==> src/rtl/hazard_ctrl.sv <==
// Hazard and sequencing controller for the 5-stage MIPS pipeline: load-use and
// branch-operand stalls, taken-branch/jump flushes, data-memory freezes, perf counters.
module hazard_ctrl #(
    parameter int CNT_W = 16
) (
    input  logic             clk,
    input  logic             reset,
    input  logic [4:0]       rsID,
    input  logic [4:0]       rtID,
    input  logic             UsesRtID,
    input  logic             BranchID,
    input  logic             BranchTakenID,
    input  logic             JumpID,
    input  logic             RegWriteEX,
    input  logic             MemReadEX,
    input  logic [4:0]       WriteRegEX,
    input  logic             MemReadMEM,
    input  logic [4:0]       WriteRegMEM,
    input  logic             DMemBusy,
    output logic             PCWrite,
    output logic             IFIDHold,
    output logic             IFIDFlush,
    output logic             IDEXFlush,
    output logic             PipeFreeze,
    output logic [CNT_W-1:0] StallCycles,
    output logic [CNT_W-1:0] FlushCount
);

    typedef enum logic [1:0] {RUN, STALL, FREEZE} state_e;

    state_e           state_q, state_d;
    state_e           ret_state_q, ret_state_d;
    state_e           eff_state;
    logic [1:0]       cnt_q, cnt_d;
    logic [CNT_W-1:0] stall_cycles_q, stall_cycles_d;
    logic [CNT_W-1:0] flush_count_q, flush_count_d;
    logic             match_ex, match_mem;
    logic [1:0]       need;
    logic             hazard_stall;

    assign match_ex  = (WriteRegEX != 5'd0) &&
                       ((WriteRegEX == rsID) || (UsesRtID && (WriteRegEX == rtID)));
    assign match_mem = (WriteRegMEM != 5'd0) &&
                       ((WriteRegMEM == rsID) || (UsesRtID && (WriteRegMEM == rtID)));

    always_comb begin
        need = 2'd0;
        if (BranchID && MemReadEX && match_ex)
            need = 2'd2;
        else if ((MemReadEX && match_ex) || (BranchID && RegWriteEX && match_ex) ||
                 (BranchID && MemReadMEM && match_mem))
            need = 2'd1;
    end

    // A freeze resumes whichever state it interrupted, within the same cycle.
    assign eff_state = (state_q == FREEZE) ? ret_state_q : state_q;

    always_comb begin
        // NOTE: every signal written here gets a default first, so no path can infer a latch.
        state_d      = state_q;
        ret_state_d  = ret_state_q;
        cnt_d        = cnt_q;
        PCWrite      = 1'b0;
        IFIDHold     = 1'b0;
        IFIDFlush    = 1'b0;
        IDEXFlush    = 1'b0;
        PipeFreeze   = 1'b0;
        hazard_stall = 1'b0;

        if (reset) begin
            state_d = RUN;
        end else if (DMemBusy) begin
            PipeFreeze  = 1'b1;
            IFIDHold    = 1'b1;
            state_d     = FREEZE;
            ret_state_d = eff_state;
        end else begin
            case (eff_state)
                STALL: begin
                    hazard_stall = 1'b1;
                    cnt_d        = (cnt_q != 2'd0) ? cnt_q - 2'd1 : 2'd0;
                    state_d      = (cnt_q <= 2'd1) ? RUN : STALL;
                end
                default: begin
                    state_d = RUN;
                    if (need != 2'd0) begin
                        hazard_stall = 1'b1;
                        if (need == 2'd2) begin
                            cnt_d   = 2'd1;
                            state_d = STALL;
                        end
                    end else begin
                        PCWrite   = 1'b1;
                        IFIDFlush = JumpID || (BranchID && BranchTakenID);
                    end
                end
            endcase
            if (hazard_stall) begin
                IFIDHold  = 1'b1;
                IDEXFlush = 1'b1;
            end
        end
    end

    always_comb begin
        stall_cycles_d = stall_cycles_q;
        flush_count_d  = flush_count_q;
        if (hazard_stall && (stall_cycles_q != {CNT_W{1'b1}}))
            stall_cycles_d = stall_cycles_q + 1'b1;
        if (IFIDFlush && (flush_count_q != {CNT_W{1'b1}}))
            flush_count_d = flush_count_q + 1'b1;
    end

    // NOTE: state flops use non-blocking assignments so every flop samples pre-edge values.
    always_ff @(posedge clk or posedge reset) begin
        if (reset) begin
            state_q        <= RUN;
            ret_state_q    <= RUN;
            cnt_q          <= 2'd0;
            stall_cycles_q <= '0;
            flush_count_q  <= '0;
        end else begin
            state_q        <= state_d;
            ret_state_q    <= ret_state_d;
            cnt_q          <= cnt_d;
            stall_cycles_q <= stall_cycles_d;
            flush_count_q  <= flush_count_d;
        end
    end

    assign StallCycles = stall_cycles_q;
    assign FlushCount  = flush_count_q;

endmodule

==> config.mk <==
export PLATFORM = sky130hd
export DESIGN_NAME = hazard_ctrl
export DESIGN_NICKNAME = d
export VERILOG_FILES = /design/src/rtl/hazard_ctrl.sv
export SDC_FILE = /design/constraint.sdc
export NUM_CORES = 1
export LEC_CHECK = 0
export CORE_ASPECT_RATIO = 0.5
export CORE_UTILIZATION = 35
export DETAILED_ROUTE_END_ITERATION = 7
export PLACE_DENSITY_LB_ADDON = 0.05
export SKIP_LAST_GASP = 1
export SLEW_MARGIN = 20
export SYNTH_ARGS = -nofsm -noshare
export SYNTH_HDL_FRONTEND = slang
export SYNTH_SLANG_ARGS = --single-unit
export TNS_END_PERCENT = 30
==> constraint.sdc <==
create_clock -name clk -period 5.8 [get_ports clk]
set_input_delay 1.16 -clock clk [delete_from_list [all_inputs] [get_ports clk]]
set_output_delay 1.16 -clock clk [all_outputs]
set_load 0.005 [all_outputs]
==> results_dict.tcl, run 1 <==
set metrics [dict create \
    syn_inst 192 \
    grt_usage_pct 16.0 \
    post-route-drc-count 0 \
    worstMarginPinSlew_ps 756 \
    cts_buffer_depth 2 \
    vdd_drop_max_v 0.000155 \
    antenna_cells 0 \
    dp_hpwl_um 3500 \
    fmax_ghz 0.225 \
    nets 293 \
    post_cts_buffers 0 \
    vias_per_cell 4.92 \
    synth_ff_type "dfrtp_1" \
    finalCriticalPeriod_ps 4450 \
    area_growth_pct 39.6 \
    drt_first_pass_iters 4 \
    cts-resized-gates 0 \
    die_h_um 57.3 \
    crit_arrival_ps 3290 \
    yosysUniqueCellTypes 40 \
    cp_max_fo 4 \
    drv_slew 0 \
    yosys_warnings 0 \
    cts_tree "done" \
    holdBufCountCts 0 \
    clock_latency_ps 270 \
    finalPower_w 0.000739 \
    critPathLaunchType "primary input" \
    synth_edf_count 0 \
    final-setup-viol-count 0 \
    grt_pass1_wl_um 7970 \
    drtIter0Drc 37 \
    finalHoldViolations 0 \
    grt_max_degree 40 \
    cts.clk_slew.worst_paths_ps 50 \
    p_leak_nw 1.19 \
    ys_ff_latch 38 \
    min_path_type "reg2reg" \
    relSlewSlack_pct 49.6 \
    dieArea_mm2 0.00646 \
    drive_above_1_share_pct 11.2 \
    crit_type "in2out" \
    overflow 0 \
    num_vias 1638 \
    timing.final.crit_share_pct 76.7 \
    finalSetupTns_ps 0 \
    ant_nets 0 \
    synthArstFlopShare_pct 100 \
    rows 19 \
    syn-mean-instance-area_um2 11.2 \
    chipWidth_um 113 \
    routed_wirelength_um 4730 \
    required_ps 4640 \
    core-area_mm2 0.00568 \
    critPathCaptureType "output pin" \
    gp_congestion 0.868 \
    cts_root_buf "clkbuf_16" \
    htree_levels 2 \
    grt_pass1_vias 1605 \
    rsz0062_at_grt "no" \
    powerDensity_mw_per_mm2 247 \
    synthesis.nets 224 \
    detail_route.wl_per_cell_um 14.2 \
    mappedNetlistArea_mm2 0.00214 \
    portBuffers 66 \
    status "finished, final reports clean" \
    finClkSkew_ps 5.63 \
    cts_sinks 38 \
    antenna_found_initial 0 \
    cts_buffers 5 \
    yosysSeqAreaShare_pct 44.4 \
    ios 67 \
    start_util_pct 37.7 \
    maxCapViolations 0 \
]
==> worst paths after layout <==
path	to	cells past startpoint	slack (ps)	from
setup reg to reg	FlushCount[1]	6	3360	FlushCount[6]
hold reg to reg	FlushCount[8]	1	500	FlushCount[8]
setup / recovery	IFIDHold	9	1350	WriteRegEX[4]
max in group asynchronous	StallCycles[12]	3	4080	reset
hold / removal	FlushCount[8]	1	500	FlushCount[8]
min in group asynchronous	state_q[1]	3	1370	reset
==> cells in the mapped netlist, types with 2 or more instances <==
master,n,share of area (%)
a21oi_1,4,0.93
and2_1,3,0.88
and3_1,6,1.8
and3_4,3,1.6
and4_4,2,1.1
buf_6,2,1.1
clkbuf_1,2,0.35
dfrtp_1,38,44
ha_1,2,1.2
inv_1,2,0.35
mux2_2,3,1.6
nand2_1,16,2.8
nand3_1,8,1.9
nand3_2,5,2.3
nand4_1,14,4.1
nor2_1,10,1.8
or2_2,2,0.58
xnor2_1,45,18
xor2_1,4,1.6
==> logic make-up (layout without fill, tap and decap cells) <==
logic type	count (synthesis)	after routing	share of synthesized area (%)
AND/OR/NAND/NOR	74	74	21.1
XOR/XNOR	50	50	20.8
flip-flops	38	38	44.4
AO/OA/AOI/OAI	17	17	7.88
buffers and inverters	7	75	2.69
multiplexers	4	4	2.04
adder cells (fa/ha/maj)	2	2	1.17
==> critical path, cell delays in order <==
cell	delay (ps)
clkdlybuf4s50_1	540
xnor2_1	130
nand3_1	110
o32ai_2	400
o211ai_4	170
nand2_1	140
nor2_1	50
nor2_1	90
clkdlybuf4s50_1	500
==> where the power goes <==
part	total, W	internal [W]	switching (W)
Combinational	0.000151	0.0000962	0.0000545
Sequential	0.000328	0.000290	0.0000382
Clock	0.000260	0.000166	0.0000943
==> layer usage <==
metal / track usage (%) / vias up / share of wire, %
met1: 23.5 / 771 / 52
li1: - / 819 / -
met2: 22.9 / 46 / 42
met4: 3.43 / 0 / 0.19
met5: 0 / - / 0
met3: 4.99 / 2 / 5.5
==> placed cells by master (no fill, tap or decap), types with 4 or more instances in the layout <==
| cell | netlist | layout |
|---|---|---|
| a21oi_1 | 4 | 4 |
| and3_1 | 6 | 6 |
| clkbuf_16 | 0 | 5 |
| clkdlybuf4s50_1 | 0 | 66 |
| dfrtp_1 | 38 | 38 |
| nand2_1 | 16 | 16 |
| nand3_1 | 8 | 8 |
| nand3_2 | 5 | 5 |
| nand4_1 | 14 | 14 |
| nor2_1 | 10 | 10 |
| xnor2_1 | 45 | 45 |
| xor2_1 | 4 | 4 |
==> cell type report <==
cell class / instances / area (um2)
clock buffer: 6 / 139
fill: 502 / 2690
inverter: 2 / 7.51
multi-input combinational: 147 / 1130
sequential: 38 / 951
tap: 73 / 91.3
timing repair buffer: 67 / 668
==> stage by stage <==
stage                     setup WS, ps  instance area, um2  std cells  hold WS [ps]  utilization (%)
after global placement            1400                2850        327           482             50.2
after global routing              1230                2990        333           516             52.7
final                             1350                2990        333           498             52.7
after detailed placement          1350                2850        327           489             50.2
after floorplan                   2340                2140        192           462                -
after CTS                         1350                2990        333           500             52.7
==> registers in the layout, summed over array words and instances (netlist names) <==
register / cells
FlushCount: 16
cnt_q: 2
ret_state_q: 2
StallCycles: 16
state_q: 2
Note: power is estimated with default switching activity, not from simulation.
==> run 2, diff against run 1 <==
Clock period 5.8 ns to 4 ns, I/O delays scaled along.
==> run 2 against run 1 <==
- final area up 0.54%
- highest routed layer unchanged
- sequential cell count unchanged
- worst hold slack worse by 7.2 ps
- global-route usage is essentially flat
- via count is 2.6% higher
==> results_dict.tcl, run 2 (synthesis gave the netlist of run 1 again) <==
set metrics [dict create \
    status "finished, final reports clean" \
    rows 19 \
    cts.clk_slew.worst_paths_ps 50 \
    fillCellCount 532 \
    overflow 0 \
    cp_slowest_cell "clkdlybuf4s50_1" \
    detail_route.wl_per_cell_um 14.6 \
    ios 67 \
    dieArea_mm2 0.00646 \
    nets 294 \
    ant_nets 0 \
    register_area_um2 951 \
    wl_met3_um 312 \
    path_delay_family "buffers and inverters" \
    cts_tree "done" \
    rsz0062_at_grt "no" \
    grt_usage_pct 15.9 \
    routed_wirelength_um 4890 \
    highest_layer "met4" \
    multiInputGateArea_mm2 0.00113 \
    cp_slowest_stage_delay_ps 540 \
    post-route-drc-count 0 \
    relSlewSlack_pct 67.1 \
    cts-resized-gates 0 \
    post_cts_buffers 0 \
    dp_hpwl_um 3630 \
    cts_sinks 38 \
    area_growth_pct 40.3 \
    drtIter0Drc 62 \
    finalCriticalPeriod_ps 3760 \
    critPathLaunchType "primary input" \
    drt_first_pass_iters 4 \
    cp_cell_sequence "clkdlybuf4s50_1 -> xnor2_1 -> nand3_1 -> o32ai_2 -> o211ai_4 -> nand2_1 -> nor2_1 -> nor2_1 -> clkdlybuf4s50_1" \
    grt_pass1_wl_um 8020 \
    portBuffers 66 \
    fmax_ghz 0.266 \
    htree_levels 2 \
    required_ps 3200 \
    powerDensity_mw_per_mm2 362 \
    start_util_pct 37.7 \
    vias_per_cell 5.00 \
    cts_root_buf "clkbuf_16" \
    mostFrequentLayoutCell "clkdlybuf4s50_1" \
    crit_arrival_ps 2960 \
    antenna_cells 0 \
    maxCapViolations 0 \
    worstMarginPinSlew_ps 494 \
    clock_latency_ps 280 \
    cts_buffers 5 \
    vdd_drop_max_v 0.000241 \
    finalSetupTns_ps 0 \
    instances_no_fill 336 \
    grt_max_degree 39 \
    drv_slew 0 \
    utilization_pct 52.9 \
    wl_met2_um 2090 \
    layout_common_cells "66 x clkdlybuf4s50_1, 45 x xnor2_1, 38 x dfrtp_1" \
    crit_type "in2out" \
    drt-met1-wl_um 2460 \
    num_vias 1681 \
    r2r_slack_ps 1800 \
    gp_congestion 0.870 \
    antenna_found_initial 0 \
    min_path_type "reg2reg" \
    cts_buffer_depth 2 \
    drive_above_1_share_pct 11.8 \
    finalHoldViolations 0 \
    critPathCaptureType "output pin" \
    timing.final.crit_share_pct 93.9 \
    core-area_mm2 0.00568 \
    cp_max_fo 4 \
    die_h_um 57.3 \
    p_leak_nw 1.20 \
    final-setup-viol-count 0 \
    path_buf_inv 2 \
    chipWidth_um 113 \
    dp.cells 328 \
    finClkSkew_ps 7.81 \
    holdBufCountCts 0 \
    grt_pass1_vias 1637 \
]
## run 2: worst paths after layout
| path | from | end | depth (start not counted) |
|---|---|---|---|
| max reg2reg | StallCycles[5] | StallCycles[1] | 6 |
| min reg2reg | StallCycles[12] | StallCycles[12] | 1 |
| min | StallCycles[12] | StallCycles[12] | 1 |
| max in group asynchronous | reset | StallCycles[1] | 3 |
| min in group asynchronous | reset | cnt_q[1] | 3 |
| max | WriteRegEX[4] | IFIDHold | 9 |
## run 2: worst reg2reg max path: stages, from the launching register on
cell and delay (ps):
dfrtp_1 450, and4_4 220, and3_4 180, and3_1 210, a41o_1 250, a21oi_4 380
mux2_2 390
## run 2: metrics by stage
stage               power [W]  area, um2  hold slack [ps]  worst slack [ps]
floorplan            0.000573       2140              462              1260
global route          0.00115       3010              521              92.0
detailed placement   0.000704       2860              489               246
global placement     0.000699       2860              482               307
finish                0.00109       3010              491               245
CTS                   0.00110       3010              497               231
## run 2: power by group
group	total [W]	switching [W]	internal, W
registers	0.000475	0.0000546	0.000421
clock network	0.000392	0.000145	0.000247
logic	0.000221	0.0000803	0.000141
total	0.00109	0.000280	0.000808
## run 2: metal layers
layer  track usage (%)  vias up
li1                  -      813
met1              22.7      810
met2              24.1       54
met3              4.04        4
met4              4.57        0
met5                 0        -
## run 2: area by class of cell
class,instances,share of cell area (%)
Clock buffer,7,4.74
Clock inverter,1,0.166
Inverter,2,0.250
Multi-Input combinational cell,147,37.7
Sequential cell,38,31.6
Tap cell,73,3.04
Timing Repair Buffer,68,22.5
==> run 3, diff against run 2 <==
Settings changed: CTS_BUF_LIST from default to sky130_fd_sc_hd__clkbuf_4 sky130_fd_sc_hd__clkbuf_8, SKIP_LAST_GASP 1 to default.
==> run 3 against run 2 <==
- utilization shrank 0.92 points
- via count shrank 0.65%
- first-iteration DRC count grew 31%
- critical path type unchanged
- highest routed layer unchanged
- routed wire length shrank 0.49%
- combinational power is essentially flat
- global-route usage is essentially flat
==> results_dict.tcl, run 3 (synthesis gave the netlist of run 1 again) <==
set metrics [dict create \
    crit_type "in2out" \
    timing.final.crit_share_pct 94.0 \
    start_util_pct 37.7 \
    vias_per_cell 4.97 \
    p_comb_share_pct 22.9 \
    grt_max_degree 39 \
    chipWidth_um 113 \
    p_leak_nw 1.18 \
    num_vias 1670 \
    cts_buffers 5 \
    p_sw_share_pct 27.3 \
    place_ws_ps 246 \
    overflow 0 \
    crit_arrival_ps 2960 \
    setup_ws_ps 242 \
    rr_worst_depth 6 \
    instances_no_fill 336 \
    r2r-start "StallCycles[5]" \
    drv_slew 0 \
    core-area_mm2 0.00568 \
    relSlewSlack_pct 66.9 \
    cp_cell_sequence "clkdlybuf4s50_1 -> xnor2_1 -> nand3_1 -> o32ai_2 -> o211ai_4 -> nand2_1 -> nor2_1 -> nor2_1 -> clkdlybuf4s50_1" \
    die_h_um 57.3 \
    clkPwrFrac_pct 28.3 \
    gp_congestion 0.870 \
    cts_root_buf "clkbuf_8" \
    maxCapViolations 0 \
    rows 19 \
    worstSetupStartpoint "WriteRegEX[4]" \
    cts.clk_slew.worst_paths_ps 70 \
    finalCriticalPeriod_ps 3760 \
    drt_first_pass_iters 4 \
    detail_route.wl_per_cell_um 14.5 \
    worstMarginPinSlew_ps 497 \
    ant_nets 0 \
    routed_wirelength_um 4870 \
    layout_common_cells "66 x clkdlybuf4s50_1, 45 x xnor2_1, 38 x dfrtp_1" \
    cts-resized-gates 0 \
    pwr-share-seq_pct 48.8 \
    status "finished, final reports clean" \
    critPathLaunchType "primary input" \
    clock_latency_ps 290 \
    antenna_cells 0 \
    nets 294 \
    min_path_type "reg2reg" \
    fmax_ghz 0.266 \
    grt_pass1_wl_um 8020 \
    required_ps 3200 \
    ios 67 \
    rsz0062_at_grt "no" \
    finClkSkew_ps 10.5 \
    post_cts_buffers 0 \
    p_switching_w 0.000265 \
    internal-power_w 0.000707 \
    endpoint "IFIDHold" \
    cts_buffer_depth 2 \
    grt_pass1_vias 1639 \
    antenna_found_initial 0 \
    fillCellCount 537 \
    area_growth_pct 37.9 \
    post-route-drc-count 0 \
    r2r_end "StallCycles[1]" \
    grt_usage_pct 15.9 \
    cp_max_fo 4 \
    cts_sinks 38 \
    cp_slowest_cell "clkdlybuf4s50_1" \
    cp_slowest_stage_delay_ps 540 \
    cts_tree "done" \
    dp.cells 328 \
    cp.depth 9 \
    dp_hpwl_um 3630 \
    powerDensity_mw_per_mm2 329 \
    mostFrequentLayoutCell "clkdlybuf4s50_1" \
    final-setup-viol-count 0 \
    finalSetupTns_ps 0 \
    holdBufCountCts 0 \
    r2r_slack_ps 1800 \
    portBuffers 66 \
    critPathCaptureType "output pin" \
    path_delay_family "buffers and inverters" \
    drive_above_1_share_pct 12.2 \
    htree_levels 2 \
    finalHoldViolations 0 \
    drtIter0Drc 81 \
    path_buf_inv 2 \
    dieArea_mm2 0.00646 \
    holdPathStages 1 \
    utilization_pct 52.0 \
    vdd_drop_max_v 0.000219 \
]
==> run 3: cell counts in the layout (fill, tap and decap cells not counted) <==
Identical to the previous run, type by type.
==> run 3: worst min path at each step <==
stage | from | to | slack (ps)
after floorplan | ret_state_q[0] | ret_state_q[0] | 460
after global placement | ret_state_q[0] | ret_state_q[0] | 480
after detailed placement | StallCycles[12] | StallCycles[12] | 490
after CTS | StallCycles[12] | StallCycles[12] | 500
after global routing | StallCycles[15] | StallCycles[15] | 520
final | StallCycles[12] | StallCycles[12] | 490
==> run 3: per-stage QoR <==
stage          instance area, um2  hold slack [ps]  power, W
2_1_floorplan                2140              462  0.000573
3_3_place_gp                 2860              482  0.000699
3_5_place_dp                 2860              489  0.000704
4_1_cts                      2960              500  0.000991
5_1_grt                      2960              523   0.00103
6_report                     2960              494  0.000972
==> run 3: area by class of cell <==
class                           instances  area, um2  area share (%)
Inverter                                2       7.51           0.254
Multi-Input combinational cell        147       1130            38.4
Timing Repair Buffer                   68        676            22.9
Clock inverter                          1       5.00           0.169
Clock buffer                            7       90.1            3.05
Sequential cell                        38        951            32.2
Tap cell                               73       91.3            3.09
==> run 3: power by group through the flow <==
| stage | logic (W) | registers [W] | clock network, W |
|---|---|---|---|
| final | 0.000222 | 0.000474 | 0.000275 |
| after detailed placement | 0.000223 | 0.000481 | 0 |
| after global routing | 0.000241 | 0.000481 | 0.000308 |
| after global placement | 0.000219 | 0.000480 | 0 |
| after floorplan | 0.0000954 | 0.000478 | 0 |
| after CTS | 0.000226 | 0.000476 | 0.000289 |
==> run 3: per-layer routing <==
layer,wire [um],track usage [%],part of all wire [%]
met4,15,3.43,0.31
met2,2080,24.8,43
met1,2460,22.4,50
met5,0,0,0
met3,316,4.04,6.5
==> variant, RTL diff (config.mk and constraints of run 2) <==
Change the parameter `CNT_W` from 16 to 12.
--- a/src/rtl/hazard_ctrl.sv
+++ b/src/rtl/hazard_ctrl.sv
@@ -1,7 +1,7 @@
 // Hazard and sequencing controller for the 5-stage MIPS pipeline: load-use and
 // branch-operand stalls, taken-branch/jump flushes, data-memory freezes, perf counters.
 module hazard_ctrl #(
-    parameter int CNT_W = 16
+    parameter int CNT_W = 12
 ) (
     input  logic             clk,
     input  logic             reset,
Interface: changed (resized FlushCount and StallCycles); port bits go from 67 to 59. No check against the original RTL was run, so the function may have changed too.
==> variant against run 2 <==
  * Sequential power shrank 16%
  * First-iteration DRC count down 8.1%
  * Setup slack got worse by 31 ps
  * Sequential cell count is 8 lower
  * Area after synthesis fell by 20%
  * Critical path depth is the same
  * Power fell by 22%
  * Wire length decreased by 20%
  * Global-route usage hardly changed
  * Cell area decreased by 19%
==> variant: results (changes against run 2) <==
metric,value,unit,change
placed cell area,0.00237,mm2,-17%
status,"finished, final reports clean",,
largest net degree at the start of global routing,31,,-21%
Global Route Usage Sum,0.159,,about the same
most common cell in the synthesized netlist,xnor2_1,,
Area contributors post-synth,"dfrtp_1 (44%), xnor2_1 (16%), xor2_1 (4.6%), nand2_1 (4.2%), nand3_1 (2.9%)",,
detailed placement HPWL,2970,um,-18%
final-layout fill cell count,429,,-19%
data arrival time of the critical path,2990,ps,+30 ps
VDD IR-drop max,235,uV,-2.4%
Syn Nets,204,,-8.9%
synth cell count leaders,"xnor2_1 (32), dfrtp_1 (30), nand2_1 (19), nor2_1 (13)",,
register area share after synthesis,0.439,,-0.00475
worst stage delay on the critical path,550,ps,
antenna fix cells,0,,unchanged
initial antenna violation count,0,,unchanged
vias in the first global route,1349,,-18%
DP Worst Slack,209,ps,-36.7 ps
post-synthesis compound-gate area fraction,0.0673,,-0.0115
Synth Area in XOR/XNOR,0.210,,+0.00213
FF-to-FF Start,StallCycles[0]$_DFFE_PP0P_,,
Clock Tree Root,clkbuf_8,,
Layout Skew,3.30,ps,-4.50 ps
share of cells above drive strength 1,0.0717,,-0.0461
crit-path max FO,6,,+2
nets,269,,-8.5%
total number of vias,1437,,-15%
buffers added on ports,58,,-12%
Synth Area in Adders,0.0146,,+0.00296
FF-to-FF setup slack,1940,ps,+140 ps
global-route wire length before repair,6200,um,-23%
Pleak,1.01,nW,-16%
placer congestion estimate,0.759,,-13%
DRT iter0 DRCs,57,,-8.1%
Hold Path Sink,StallCycles[7]$_DFFE_PP0P_,,
library cells used by synthesis,30,,-25%
Worst Hold Launch,StallCycles[7]$_DFFE_PP0P_,,
DRT Wirelength,3910,um,-20%
Max transition margin,0.649,,-0.0223
RR Endpoint,StallCycles[1]$_DFFE_PP0P_,,
multiplexer area fraction after synthesis,0.0263,,+0.00590
TritonRoute pass-1 iters,4,,unchanged
==> variant: how the worst max path moves through the flow <==
stage | startpoint | end | slack, ps | cells past startpoint
detailed placement | WriteRegEX[1] | IFIDHold | 210 | 9
global placement | WriteRegEX[0] | IFIDHold | 270 | 9
finish | WriteRegEX[1] | IFIDHold | 210 | 9
floorplan | WriteRegEX[4] | IFIDHold | 1410 | 7
global route | WriteRegEX[1] | IFIDHold | 80 | 9
CTS | WriteRegEX[1] | IFIDHold | 200 | 9
==> variant: power by group <==
part	internal [mW]	leakage, nW	switching, mW
Combinational	0.143	0.581	0.0872
Sequential	0.345	0.391	0.0514
Clock	0.119	0.0383	0.102
==> variant: stage by stage <==
stage               power (mW)  hold WS (ps)  instances   util
floorplan                0.492           462        172      -
global placement         0.632           479        296  0.521
detailed placement       0.634           487        296  0.521
CTS                      0.861           497        303  0.537
global route             0.905           517        303  0.537
finish                   0.848           490        303  0.537
==> variant: worst reg2reg max path, delay by kind of cell (launching register included) <==
kind                     cells  cell delay (ps)
AND/OR/NAND/NOR              2              360
flip-flops                   1              430
multiplexers                 1              390
adder cells (fa/ha/maj)      1              230
AO/OA/AOI/OAI                2              540
==> variant: layout make-up <==
type,instances,share of cell area
multi-input combinational,134,0.377
sequential,30,0.307
timing repair buffer,59,0.240
tap,66,0.0338
clock buffer,7,0.0312
inverter,7,0.0107
==> variant: cells by family (layout without fill, tap and decap cells) <==
family	Yosys count	after routing
AO/OA/AOI/OAI	15	15
XOR/XNOR	41	41
adder cells (fa/ha/maj)	2	2
buffers and inverters	8	73
flip-flops	30	30
multiplexers	4	4
AND/OR/NAND/NOR	72	72
==> variant: metal layers <==
layer | wire (um) | global-route usage | up-vias
met5 | 0 | 0 | -
met4 | 29 | 0.0580 | 0
met3 | 299 | 0.0520 | 5
met2 | 1610 | 0.251 | 42
met1 | 1970 | 0.206 | 671
li1 | - | - | 719
